## src/rtl/l2_cacheline_adaptor.sv

```systemverilog
`default_nettype none
// ============================================================================
//  Module   : l2_cacheline_adaptor
//  Purpose  : Bridges single-transfer 256-bit L2 line requests (fill or
//             writeback) onto a 4 x 64-bit beat burst memory interface.
//             Completion is signalled with a one-cycle resp_o pulse.
//  Revision : 1.0 - initial release
// ============================================================================
module l2_cacheline_adaptor #(
    parameter int unsigned BEATS  = 4,
    parameter int unsigned BEAT_W = 64
) (
    input  logic                     clk,
    input  logic                     rst,
    // line side (L2 pmem_* signals)
    input  logic [31:0]              address_i,
    input  logic                     read_i,
    input  logic                     write_i,
    input  logic [BEATS*BEAT_W-1:0]  line_i,
    output logic [BEATS*BEAT_W-1:0]  line_o,
    output logic                     resp_o,
    // burst side (main memory)
    output logic [31:0]              address_o,
    output logic                     read_o,
    output logic                     write_o,
    output logic [BEAT_W-1:0]        burst_o,
    input  logic [BEAT_W-1:0]        burst_i,
    input  logic                     resp_i
);

    // Line width is expected to be 256 bits (32 bytes per line).
    localparam int unsigned c_LINE_W  = BEATS * BEAT_W;
    localparam int unsigned c_CNT_W   = (BEATS > 1) ? $clog2(BEATS) : 1;
    // Clears the byte-offset bits of a line address.
    localparam logic [31:0] c_ADDR_MASK = ~(32'(c_LINE_W / 8) - 32'd1);
    localparam logic [c_CNT_W-1:0] c_LAST = c_CNT_W'(BEATS - 1);

    localparam logic [1:0] c_IDLE = 2'd0;
    localparam logic [1:0] c_RD   = 2'd1;
    localparam logic [1:0] c_WR   = 2'd2;
    localparam logic [1:0] c_DONE = 2'd3;

    logic [1:0]          r_state;
    logic [1:0]          w_state_next;
    logic [31:0]         r_addr;
    logic [c_LINE_W-1:0] r_line;
    logic [c_CNT_W-1:0]  r_cnt;
    logic                w_last_beat;

    // The final beat is the one that arrives while the counter sits at BEATS-1.
    assign w_last_beat = resp_i && (r_cnt == c_LAST);

    // State register.
    always_ff @(posedge clk) begin
        if (rst) begin
            r_state <= c_IDLE;
        end else begin
            r_state <= w_state_next;
        end
    end

    // Next-state logic; a writeback takes priority over a fill in IDLE.
    always_comb begin
        w_state_next = r_state;
        case (r_state)
            c_IDLE: begin
                if (write_i) begin
                    w_state_next = c_WR;
                end else if (read_i) begin
                    w_state_next = c_RD;
                end
            end
            c_RD: begin
                if (w_last_beat) begin
                    w_state_next = c_DONE;
                end
            end
            c_WR: begin
                if (w_last_beat) begin
                    w_state_next = c_DONE;
                end
            end
            c_DONE: begin
                w_state_next = c_IDLE;
            end
            default: begin
                w_state_next = c_IDLE;
            end
        endcase
    end

    // Address latch, line buffer and beat counter; the counter saturates on
    // the last beat so it never wraps inside a transfer.
    always_ff @(posedge clk) begin
        if (rst) begin
            r_addr <= '0;
            r_line <= '0;
            r_cnt  <= '0;
        end else begin
            case (r_state)
                c_IDLE: begin
                    if (write_i) begin
                        r_addr <= address_i & c_ADDR_MASK;
                        r_line <= line_i;
                        r_cnt  <= '0;
                    end else if (read_i) begin
                        r_addr <= address_i & c_ADDR_MASK;
                        r_cnt  <= '0;
                    end
                end
                c_RD: begin
                    if (resp_i) begin
                        r_line[r_cnt*BEAT_W +: BEAT_W] <= burst_i;
                        if (r_cnt != c_LAST) begin
                            r_cnt <= r_cnt + c_CNT_W'(1);
                        end
                    end
                end
                c_WR: begin
                    if (resp_i && (r_cnt != c_LAST)) begin
                        r_cnt <= r_cnt + c_CNT_W'(1);
                    end
                end
                default: begin
                    r_cnt <= r_cnt;
                end
            endcase
        end
    end

    // Outputs depend only on registered state, never on the request inputs.
    assign read_o    = (r_state == c_RD);
    assign write_o   = (r_state == c_WR);
    assign resp_o    = (r_state == c_DONE);
    assign address_o = r_addr;
    assign line_o    = r_line;
    assign burst_o   = r_line[r_cnt*BEAT_W +: BEAT_W];

endmodule
`default_nettype wire

```

## config.mk

```make
export PLATFORM = sky130hd
export DESIGN_NAME = l2_cacheline_adaptor
export DESIGN_NICKNAME = d
export VERILOG_FILES = /design/src/rtl/l2_cacheline_adaptor.sv
export SDC_FILE = /design/constraint.sdc
export NUM_CORES = 1
export LEC_CHECK = 0
export ABC_AREA = 1
export CORE_AREA = 2 2 276 278
export CTS_CLUSTER_SIZE = 8
export DETAILED_ROUTE_END_ITERATION = 16
export DIE_AREA = 0 0 278 280
export DONT_BUFFER_PORTS = 1
export SLEW_MARGIN = 15
export SYNTH_ARGS = -nofsm -noshare
export SYNTH_HDL_FRONTEND = slang
export SYNTH_SLANG_ARGS = --single-unit
```

## constraint.sdc

```tcl
create_clock -name clk -period 2.3 [get_ports clk]
set_input_delay 0.115 -clock clk [delete_from_list [all_inputs] [get_ports clk]]
set_output_delay 0.115 -clock clk [all_outputs]
set_load 0.03 [all_outputs]
```

==> results.md, run 1 <==
* Status: completed
* Fin. Hold Viols at 0
* Clock slew at reported path FFs at around 0.050 ns
* Critical path required time at approximately 2.2 ns
* Reg area at between 0.005 and 0.006 sq mm
* Post-synth top area cell: dfxtp_1
* P&R area growth vs syn at 36.07%
* Gr ovfl total at 0
* Final WS setup at approximately 0.010 ns
* Mapped Avg Cell Area at ~5.6 sq um
* Mux cell area share after synthesis at 0
* IO Port Bufs at 0
* Residual DRC at 0
* Max Freq at approximately 0.44 GHz
* Met3 Use GR at 0.05204
* GR peak layer: met2
* Leak Pwr at between 10 and 15 nW
* First-pass GRT wire length at between 100 and 150 mm
* Post-Syn Area at 0.01873 sq mm
* Fin Clk Skew at 0.01933 ns
* RePlAce Congestion at between 0.8 and 0.9
* Synth Area in Compound Gates at 0.09404
* Most common library cells after synthesis: nand2_1, nor2_1, dfxtp_1, inv_1, a21oi_1
* DRT iter0 DRCs at just over 2000
* CTS Sinks at 287
* Post-synthesis xor/xnor area fraction at 0
* Most frequent cell after synthesis: nand2_1
* Synth top area share at 0.3067
* Vias per cell at 4.879
* Rel. slew slack at 0.4905
* Row count at 101
* Worst Path Max Fanout at 64
* Placed wire-length estimate at between 50 and 60 mm
* Tot GR Track Use at 0.2215
* Post-Synthesis Cells at ~3300
* IO Pins at a little over 700
* Initial antenna violation count at 8
* Yosys cell types at 23
* Routed Antenna Nets at 0
* Max-slew violations at 0
* Initial core utilization at 0.2491
* Slew @ Worst Pin at approximately 0.76 ns
* CP arrival at 2.17 ns
* Register-to-Register Path Depth at 8
* Layout cells sized above 1 at 0.06971
* Flop-to-flop setup slack at roughly 0.15 ns
* WL/cell at about 20 um
* H-Tree Depth at 2
* Yosys reg bits at between 200 and 300
* Critical register-to-register path endpoint: line_o[81]
* Root Buffer: clkbuf_16
* Total wire length at 92.43 mm
* Peak supply drop at roughly 0.84 mV
* Filler cells at roughly 8000
* FF-to-FF Start: r_cnt[0]
* Met2 global-route usage at 0.3800
* Crit path launch type: flop
* Multi-input logic area at between 0.01 and 0.015 sq mm
* Yosys warnings at 0
* Synth async-reset ratio at 0
* Hold WS at approximately 0.12 ns
* Pre-CTS WS at ~0.26 ns
* Critical path origin: r_cnt[0]
* Worst min-delay path class: in2reg
* Total Power at roughly 44 mW
* Placed cell count at about 4200
* Core Footprint at between 0.07 and 0.08 sq mm
* Finish-stage setup viols at 0
* Post-synth EDFFs at 0
* Number of global-route vias before repair at 21770
* End of the critical path: burst_o[15]
* Synth Area in Adders at 0.006679
* Clock latency on the worst-skew pair at between 0.5 and 0.6 ns
* Largest cells by area after synthesis: dfxtp_1, nand2_1, nor2_1
* Main flop type after synthesis: dfxtp_1
* Crit path kind: reg2out
* Largest net degree at the start of global routing at 69
* Final nets at 4018
* Setup TNS at 0 ns
* Max-Cap Viols at 0
* 1st-pass router iterations at 8
* Post-route cell area at ~0.025 sq mm
* Chip width at around 280 um
* Die Ht at between 200 and 300 um
* Fin crit share at 0.9956
* Simple-gate portion of the synthesized area at 0.4649
* DIE AREA at roughly 0.078 sq mm
* RSZ-0062 raised after global routing: true
* CTS tree: yes
* Met1 Use GR at 0.2564
* Num CTS Buffers at 42
* Worst Setup End Kind: primary output
* Register area share after synthesis at 0.3067
* Dpl cell area at 0.02048 sq mm
* Routed vias at 22650
* Final Non-Filler Cells at about 4600
* Clock buffer depth at 3
* Pwr dens at 1714 mW/mm^2
* Crit path time final at about 2.3 ns
* Largest family of logic cells by synthesized area: simple AND/OR/NAND/NOR gates
* Post-Route Utilization at 0.3390
-- flip-flops by register name (all words and copies together), names as in the netlist --
signal,cells
line_o,256
address_o,27
r_cnt,2
r_state,2
-- cell type report --
type / instances / area share
multi-input cells: 2510 / 0.4206
repair buffers: 535 / 0.2194
well taps: 978 / 0.04800
clock inverters: 2 / 0.0005399
diodes: 5 / 0.0004908
clock buffers: 49 / 0.04349
flip-flops and latches: 287 / 0.2256
inverters: 275 / 0.04192
-- cell families (layout without fill, tap and decap cells) --
kind of cell,Yosys count,after routing
adder cells (fa/ha/maj),10,10
AND/OR/NAND/NOR,2143,2143
AO/OA/AOI/OAI,352,352
other,1,10
buffers and inverters,526,861
flip-flops,287,287
-- worst max-delay path, cell delays in order, from the launching register on --
cell	delay [ns]
dfxtp_4	0.38
buf_4	0.16
buf_16	0.17
a21oi_1	0.46
a21oi_1	0.14
buf_4	0.18
-- what timing repair did --
item	CTS	global route
pin swaps	0	1
gates cloned	3	2
setup buffers	0	5
hold buffers	360	0
resized for setup	7	16
hold endpoints to repair	287	0
setup endpoints to repair	24	43
-- report_power, final --
part           leakage (nW)  internal [mW]  total (mW)  switching [mW]
Sequential             2.37           7.12        13.6            6.43
Combinational          9.47           8.16        24.4            16.2
Clock                 0.551           3.34        5.76            2.42
-- layout by cell type (no fill, tap or decap), drive strengths merged --
master	netlist	layout
a21oi	194	194
buf	180	171
bufbuf	0	2
clkbuf	71	51
clkinv	0	3
conb	1	5
dfxtp	287	287
diode	0	5
dlygate4sd3	0	360
ha	10	10
inv	275	274
nand2	1304	1304
nand3	70	70
nand3b	128	128
nand4	1	1
nor2	613	613
nor3	27	27
o21ai	158	158
-- how the worst min path moves through the flow --
| stage | startpoint | to | slack [ns] | cells past startpoint |
|---|---|---|---|---|
| 6_report | resp_i | line_o[1] | 0.12 | 5 |
| 5_1_grt | resp_i | line_o[63] | 0.14 | 6 |
| 4_1_cts | resp_i | line_o[1] | 0.08 | 5 |
| 3_5_place_dp | address_i[27] | address_o[27] | 0.27 | 2 |
| 3_3_place_gp | address_i[22] | address_o[22] | 0.26 | 2 |
| 2_1_floorplan | address_i[10] | address_o[10] | 0.26 | 2 |
-- metal layers --
layer  up-vias  share of wire
li1      10770              -
met1     10200           0.38
met2      1385           0.47
met3       286          0.096
met4         8          0.049
met5         -        0.00060
No activity file was read; power rests on OpenSTA's default activity.
==> run 2: changes to the inputs <==
==> constraint.sdc (replaced) <==
create_clock -name clk -period 2.3 [get_ports clk]
set_input_delay 0.46 -clock clk [delete_from_list [all_inputs] [get_ports clk]]
set_output_delay 0.46 -clock clk [all_outputs]
set_load 0.03 [all_outputs]
==> run 2 against run 1 <==
  * The run now ends with negative setup slack left
  * Sequential share of layout area is 1.9 points higher
  * Hold slack worse by 0.075 ns
  * Worst setup slack worse by 0.13 ns
  * Critical path type unchanged
  * Largest power group unchanged
==> results.md, run 2 (synthesis results as in run 1) <==
* Failing checks: negative setup slack
* Final nets at 3746 (-6.8%)
* Largest register FFs at 256 (unchanged)
* Max-slew violations at 0 (unchanged)
* Dpl cell area at 0.02090 sq mm (+2.1%)
* Hold WS at 0.04671 ns (-0.07455 ns)
* Largest net degree at the start of global routing at 68 (-1.4%)
* Number of global-route vias before repair at 19500 (-10%)
* Chip width at 278 um (unchanged)
* Pwr dens at 1966 mW/mm^2 (+15%)
* Tot GR Track Use at 0.2205 (-0.0009726)
* First-pass GRT wire length at 129.8 mm (-2.5%)
* Max Freq at 0.4135 GHz (-5.3%)
* Critical path depth in cells at 6 (+1)
* Crit path kind: reg2out
* Worst Setup End Kind: primary output
* Routed Antenna Nets at 0 (unchanged)
* Critical path required time at 1.84 ns (-0.34 ns)
* Fin. Hold Viols at 0 (unchanged)
* H-Tree Depth at 2 (unchanged)
* Layout cells sized above 1 at 0.1291 (+0.05939)
* Worst Min Path Start: address_i[19]
* Worst min-delay path class: in2reg
* Die Ht at 280 um (unchanged)
* RePlAce Congestion at 0.8872 (+2.4%)
* Slew @ Worst Pin at 0.7176 ns (-0.04670 ns)
* Residual DRC at 0 (unchanged)
* Post-Route Utilization at 0.3132 (-0.02583)
* Post-route cell area at 0.02355 sq mm (-7.6%)
* CTS Sinks at 287 (unchanged)
* DRT iter0 DRCs at 1941 (-5.2%)
* Most common cell after layout, fill and taps aside: nand2_1
* Vias per cell at 4.909 (+0.60%)
* Placed wire-length estimate at 60.46 mm (+2.1%)
* CTS tree: yes
* Gr ovfl total at 0 (unchanged)
* IO Pins at 712 (unchanged)
* Max-Cap Viols at 0 (unchanged)
* WL/cell at 21.11 um (+6.0%)
* Finish-stage setup viols at 60 (+60)
* Critical-path cell list: inv_12 -> bufbuf_16 -> o21ai_1 -> a21oi_2 -> a21oi_1 -> buf_4
* Hold Path End: address_o[19]
* CP arrival at 1.96 ns (-0.21 ns)
* Register-to-Register Path Depth at 9 (+1)
* Flop-to-flop setup slack at 0.16 ns (about the same)
* Peak supply drop at 0.7895 mV (-5.9%)
* Crit path launch type: flop
* Final WS setup at -0.1183 ns (-0.1285 ns)
* IO Port Bufs at 0 (unchanged)
* Routed vias at 21420 (-5.4%)
* Worst Path Max Fanout at 10 (-84%)
* Leak Pwr at 11.67 nW (-5.8%)
* P&R area growth vs syn at 25.71%
* Num CTS Buffers at 42 (unchanged)
* Rel. slew slack at 0.5216 (+0.03113)
* Clock slew at reported path FFs at 0.06 ns (about the same)
* RSZ-0062 raised after global routing: true
* Worst path top cell family by delay: buffers and inverters
* DIE AREA at 0.07784 sq mm (unchanged)
* Fin crit share at 1.051 (+0.05585)
* Clock buffer depth at 3 (unchanged)
* CP peak stage delay at 0.38 ns (-0.08 ns)
* Critical register-to-register path endpoint: line_o[144]
* 1st-pass router iterations at 6 (-2)
* Initial core utilization at 0.2491 (unchanged)
* Total wire length at 92.11 mm (-0.34%)
* Hold Path Stages at 2 (-3)
* Initial antenna violation count at 7 (-1)
* Worst path slowest cell: dfxtp_4
* Final Non-Filler Cells at 4364 (-6.0%)
* FF-to-FF Start: r_cnt[0]
* Core Footprint at 0.07519 sq mm (unchanged)
* Clock latency on the worst-skew pair at 0.56 ns (about the same)
* Status: finished, violations left
* Placed cell count at 4273 (+1.4%)
* Root Buffer: clkbuf_16
* Worst Path Buf+Inv at 3 (unchanged)
* Fin Clk Skew at 0.008433 ns (-0.01090 ns)
* Most frequent cells in the layout: nand2_1, nor2_1, dfxtp_1
* Crit path time final at 2.418 ns (+0.1285 ns)
* Row count at 101 (unchanged)
## run 2: power by group
group	switching [mW]	total, mW	internal, mW
Combinational	18.1	27.9	9.75
Sequential	5.39	12.5	7.12
Clock	2.46	5.91	3.45
## run 2: metal layers
metal	GRT usage	part of all wire	routed length, um	vias to the layer above
met3	0.06429	0.11	9692	271
li1	-	-	-	10240
met1	0.2578	0.38	34920	9738
met4	0.1051	0.053	4853	8
met2	0.3701	0.46	42590	1166
met5	0	0.00060	55	-
## run 2: repair_timing
action                                  CTS  global route
gates cloned                             13             6
gates resized for setup                 153           100
endpoints found under the setup margin   64            64
hold buffers                              0             0
buffers inserted                         14             7
pin swaps                                 3             3
## run 2: cell type report
class | instances | area [sq um]
Fill cell | 8329 | 51640
Multi-Input combinational cell | 2510 | 11140
Sequential cell | 287 | 5753
Timing Repair Buffer | 263 | 3194
Tap cell | 978 | 1224
Clock buffer | 48 | 1147
Inverter | 275 | 1075
Clock inverter | 2 | 10.01
Antenna cell | 1 | 2.502
## run 2: how the worst max path moves through the flow
stage,to,from
global route,burst_o[1],r_cnt[0]
detailed placement,line_o[10],r_cnt[1]
floorplan,line_o[192],r_cnt[0]
finish,burst_o[49],r_cnt[0]
global placement,burst_o[59],r_cnt[0]
CTS,burst_o[24],r_cnt[0]
## run 2: worst register-to-register path: cells and delay by family, from the launching register on
kind	cells	cell delay, ns
buffers and inverters	3	0.84
AND/OR/NAND/NOR	5	0.69
adder cells (fa/ha/maj)	1	0.17
flip-flops	1	0.38
## run 2: stage by stage
stage | setup WS [ns] | power (mW) | setup TNS [ns]
finish | -0.1183 | 46.31 | -2.926
global route | -0.1978 | 49.03 | -7.567
CTS | -0.1622 | 45.04 | -6.447
detailed placement | 0.2558 | 36.70 | 0
global placement | 0.2598 | 36.49 | 0
floorplan | 0.08642 | 27.71 | 0
==> run 3: changes to the inputs <==
==> constraint.sdc (replaced) <==
create_clock -name clk -period 2.6 [get_ports clk]
set_input_delay 0.52 -clock clk [delete_from_list [all_inputs] [get_ports clk]]
set_output_delay 0.52 -clock clk [all_outputs]
set_load 0.03 [all_outputs]
==> run 3 against run 2 <==
  * The run still ends with negative setup slack left
  * Combinational power is 23% lower
  * Clock-buffer cell count is 3 higher
  * Critical path type unchanged
  * Non-clock buffer count is 66 lower
  * Core utilization is 1.8 points lower
  * Clock skew is 0.0022 ns higher
  * Largest cell class unchanged
  * Highest routed layer unchanged
  * Sequential share of layout area is 1.5 points higher
  * Register-to-register slack better by 0.19 ns
  * Sequential power is 6% lower
  * Worst setup slack better by 0.099 ns
  * First-iteration DRC count is 11% lower
  * Wire length is 1.8% lower
==> results.md, run 3 (synthesis results as in run 1) <==
* DIE AREA at 0.07784 sq mm (unchanged)
* Worst Path Max Fanout at 30 (+20)
* Max Freq at ~0.38 GHz
* Status: finished, violations left
* Worst Setup End Kind: primary output
* CTS Sinks at 287 (unchanged)
* Die Ht at 280 um (unchanged)
* Crit path launch type: flop
* Total Power at 38.52 mW (-17%)
* Critical-path cell list: buf_8 -> buf_16 -> a21oi_1 -> a21oi_1 -> buf_4
* Pwr dens at 1736 mW/mm^2 (-12%)
* CP peak stage delay at 0.41 ns (+0.03 ns)
* Peak supply drop at 0.9917 mV (+26%)
* Post-Route Utilization at 0.2951 (-0.01805)
* Slew @ Worst Pin at 0.7844 ns (+0.06686 ns)
* Residual DRC at 0 (unchanged)
* Leak Pwr at 11.04 nW (-5.4%)
* Worst path slowest cell: dfxtp_4
* Placed wire-length estimate at 60.16 mm (-0.49%)
* Final nets at 3683 (-1.7%)
* Number of global-route vias before repair at 19040 (-2.3%)
* Clock slew at reported path FFs at 0.06 ns (about the same)
* # diodes at 0 (-1)
* Vias per cell at 4.867 (-0.84%)
* Worst Path Buf+Inv at 3 (unchanged)
* Initial core utilization at 0.2491 (unchanged)
* CTS tree: yes
* Row count at 101 (unchanged)
* Most Frequent Cell on Critical Path: a21oi_1
* Chip width at 278 um (unchanged)
* Failing checks: negative setup slack
* Pre-CTS WS at 0.3678 ns (+0.1121 ns)
* IO Port Bufs at 0 (unchanged)
* Crit path time final at ~2.6 ns
* FF-to-FF Start: r_cnt[1]
* Gr ovfl total at 0 (unchanged)
* First-pass GRT wire length at 125.2 mm (-3.6%)
* H-Tree Depth at 2 (unchanged)
* Routed vias at 20940 (-2.3%)
* Clock buffer depth at 3 (unchanged)
* Flop-to-flop setup slack at 0.35 ns (+0.19 ns)
* Crit path kind: reg2out
* Largest net degree at the start of global routing at 75 (+10%)
* Finish-stage setup viols at 1 (-98%)
* Max-Cap Viols at 0 (unchanged)
* Rel. slew slack at 0.4771 (-0.04457)
* RePlAce Congestion at 0.8785 (-0.98%)
* Core Footprint at 0.07519 sq mm (unchanged)
* Hold WS at 0.1160 ns (+0.06926 ns)
* Most frequent cells in the layout: nand2_1, nor2_1, dfxtp_1
* Register-to-Register Path Depth at 9 (unchanged)
* WL/cell at 21.03 um (-0.37%)
* Critical path origin: r_cnt[0]
* Post-route cell area at 0.02219 sq mm (-5.8%)
* Initial antenna violation count at 4 (-3)
* P&R area growth vs syn at 18.46%
* Filler cells at 8407 (+0.94%)
* Worst min-delay path class: in2reg
* Critical path depth in cells at 5 (-1)
* Most common cell after layout, fill and taps aside: nand2_1
* Fin crit share at 1.007
* RSZ-0062 raised after global routing: true
* Reg area at 0.005753 sq mm (unchanged)
* Final WS setup at -0.01891 ns (+0.09935 ns)
* DRT iter0 DRCs at 1732 (-11%)
* Layout cells sized above 1 at 0.08664 (-0.04246)
* CP arrival at 2.10 ns (+0.14 ns)
* Max-slew violations at 0 (unchanged)
* Fin Clk Skew at 0.01067 ns (+0.002241 ns)
* Multi-input logic area at 0.01075 sq mm (-3.5%)
* Routed Antenna Nets at 0 (unchanged)
* Num CTS Buffers at 42 (unchanged)
* Tot GR Track Use at 0.2097 (-0.01081)
* Worst Min Path Start: address_i[27]
* Critical path required time at 2.08 ns (+0.24 ns)
* Largest register FFs at 256 (unchanged)
* Dpl cell area at 0.02046 sq mm (-2.1%)
* Worst path top cell family by delay: buffers and inverters
* IO Pins at 712 (unchanged)
* Fin. Hold Viols at 0 (unchanged)
* Hold Path Stages at 2 (unchanged)
* Clock latency on the worst-skew pair at 0.56 ns (about the same)
* Total wire length at 90.47 mm (-1.8%)
* 1st-pass router iterations at 6 (unchanged)
* Root Buffer: clkbuf_16
run 3: cell types whose count changed in the layout (fill, tap and decap cells not counted), moves of 10 or more:
cell | before | now
o21ai_0 | 73 | 119
buf_6 | 45 | 4
buf_12 | 39 | 28
a21oi_2 | 47 | 9
o21ai_4 | 10 | 0
o21ai_2 | 35 | 5
a21oi_1 | 146 | 185
run 3: worst paths after layout:
path / endpoint
worst max-delay path: burst_o[17]
worst min-delay path: address_o[27]
worst max register to register: line_o[241]
worst min register to register: r_state[0]
run 3: through the flow:
step | setup TNS (ns) | cells
after floorplan | 0 | 3323
after global placement | 0 | 4226
after detailed placement | 0 | 4226
after CTS | -0.3952 | 4281
after global routing | -0.5039 | 4302
final | -0.01891 | 4302
run 3: per-layer routing:
metal	routed length, um	global-route usage	up-vias
met2	42540	0.3560	1124
met4	3541	0.08593	4
met5	26	0	-
li1	-	-	10080
met3	8954	0.05471	193
met1	35400	0.2510	9535
run 3: final cells by class:
type / instances / area share
inverter: 275 / 0.04905
sequential: 287 / 0.2592
timing repair buffer: 197 / 0.09844
clock inverter: 1 / 0.0002255
timing repair inverter: 3 / 0.001297
clock buffer: 51 / 0.05221
multi-input combinational: 2510 / 0.4844
tap: 978 / 0.05514
run 3: timing repair:
| action | in CTS | in global routing |
|---|---|---|
| pin swaps | 0 | 1 |
| endpoints found under the setup margin | 54 | 45 |
| resized for setup | 19 | 39 |
| hold buffers | 0 | 0 |
| gates cloned | 2 | 12 |
| setup buffers | 1 | 10 |
run 3: power by group:
part           total (mW)  internal, mW  switching (mW)
logic                21.5          6.96            14.5
clock network        5.20          3.07            2.13
registers            11.8          6.30            5.54
total                38.5          16.3            22.2
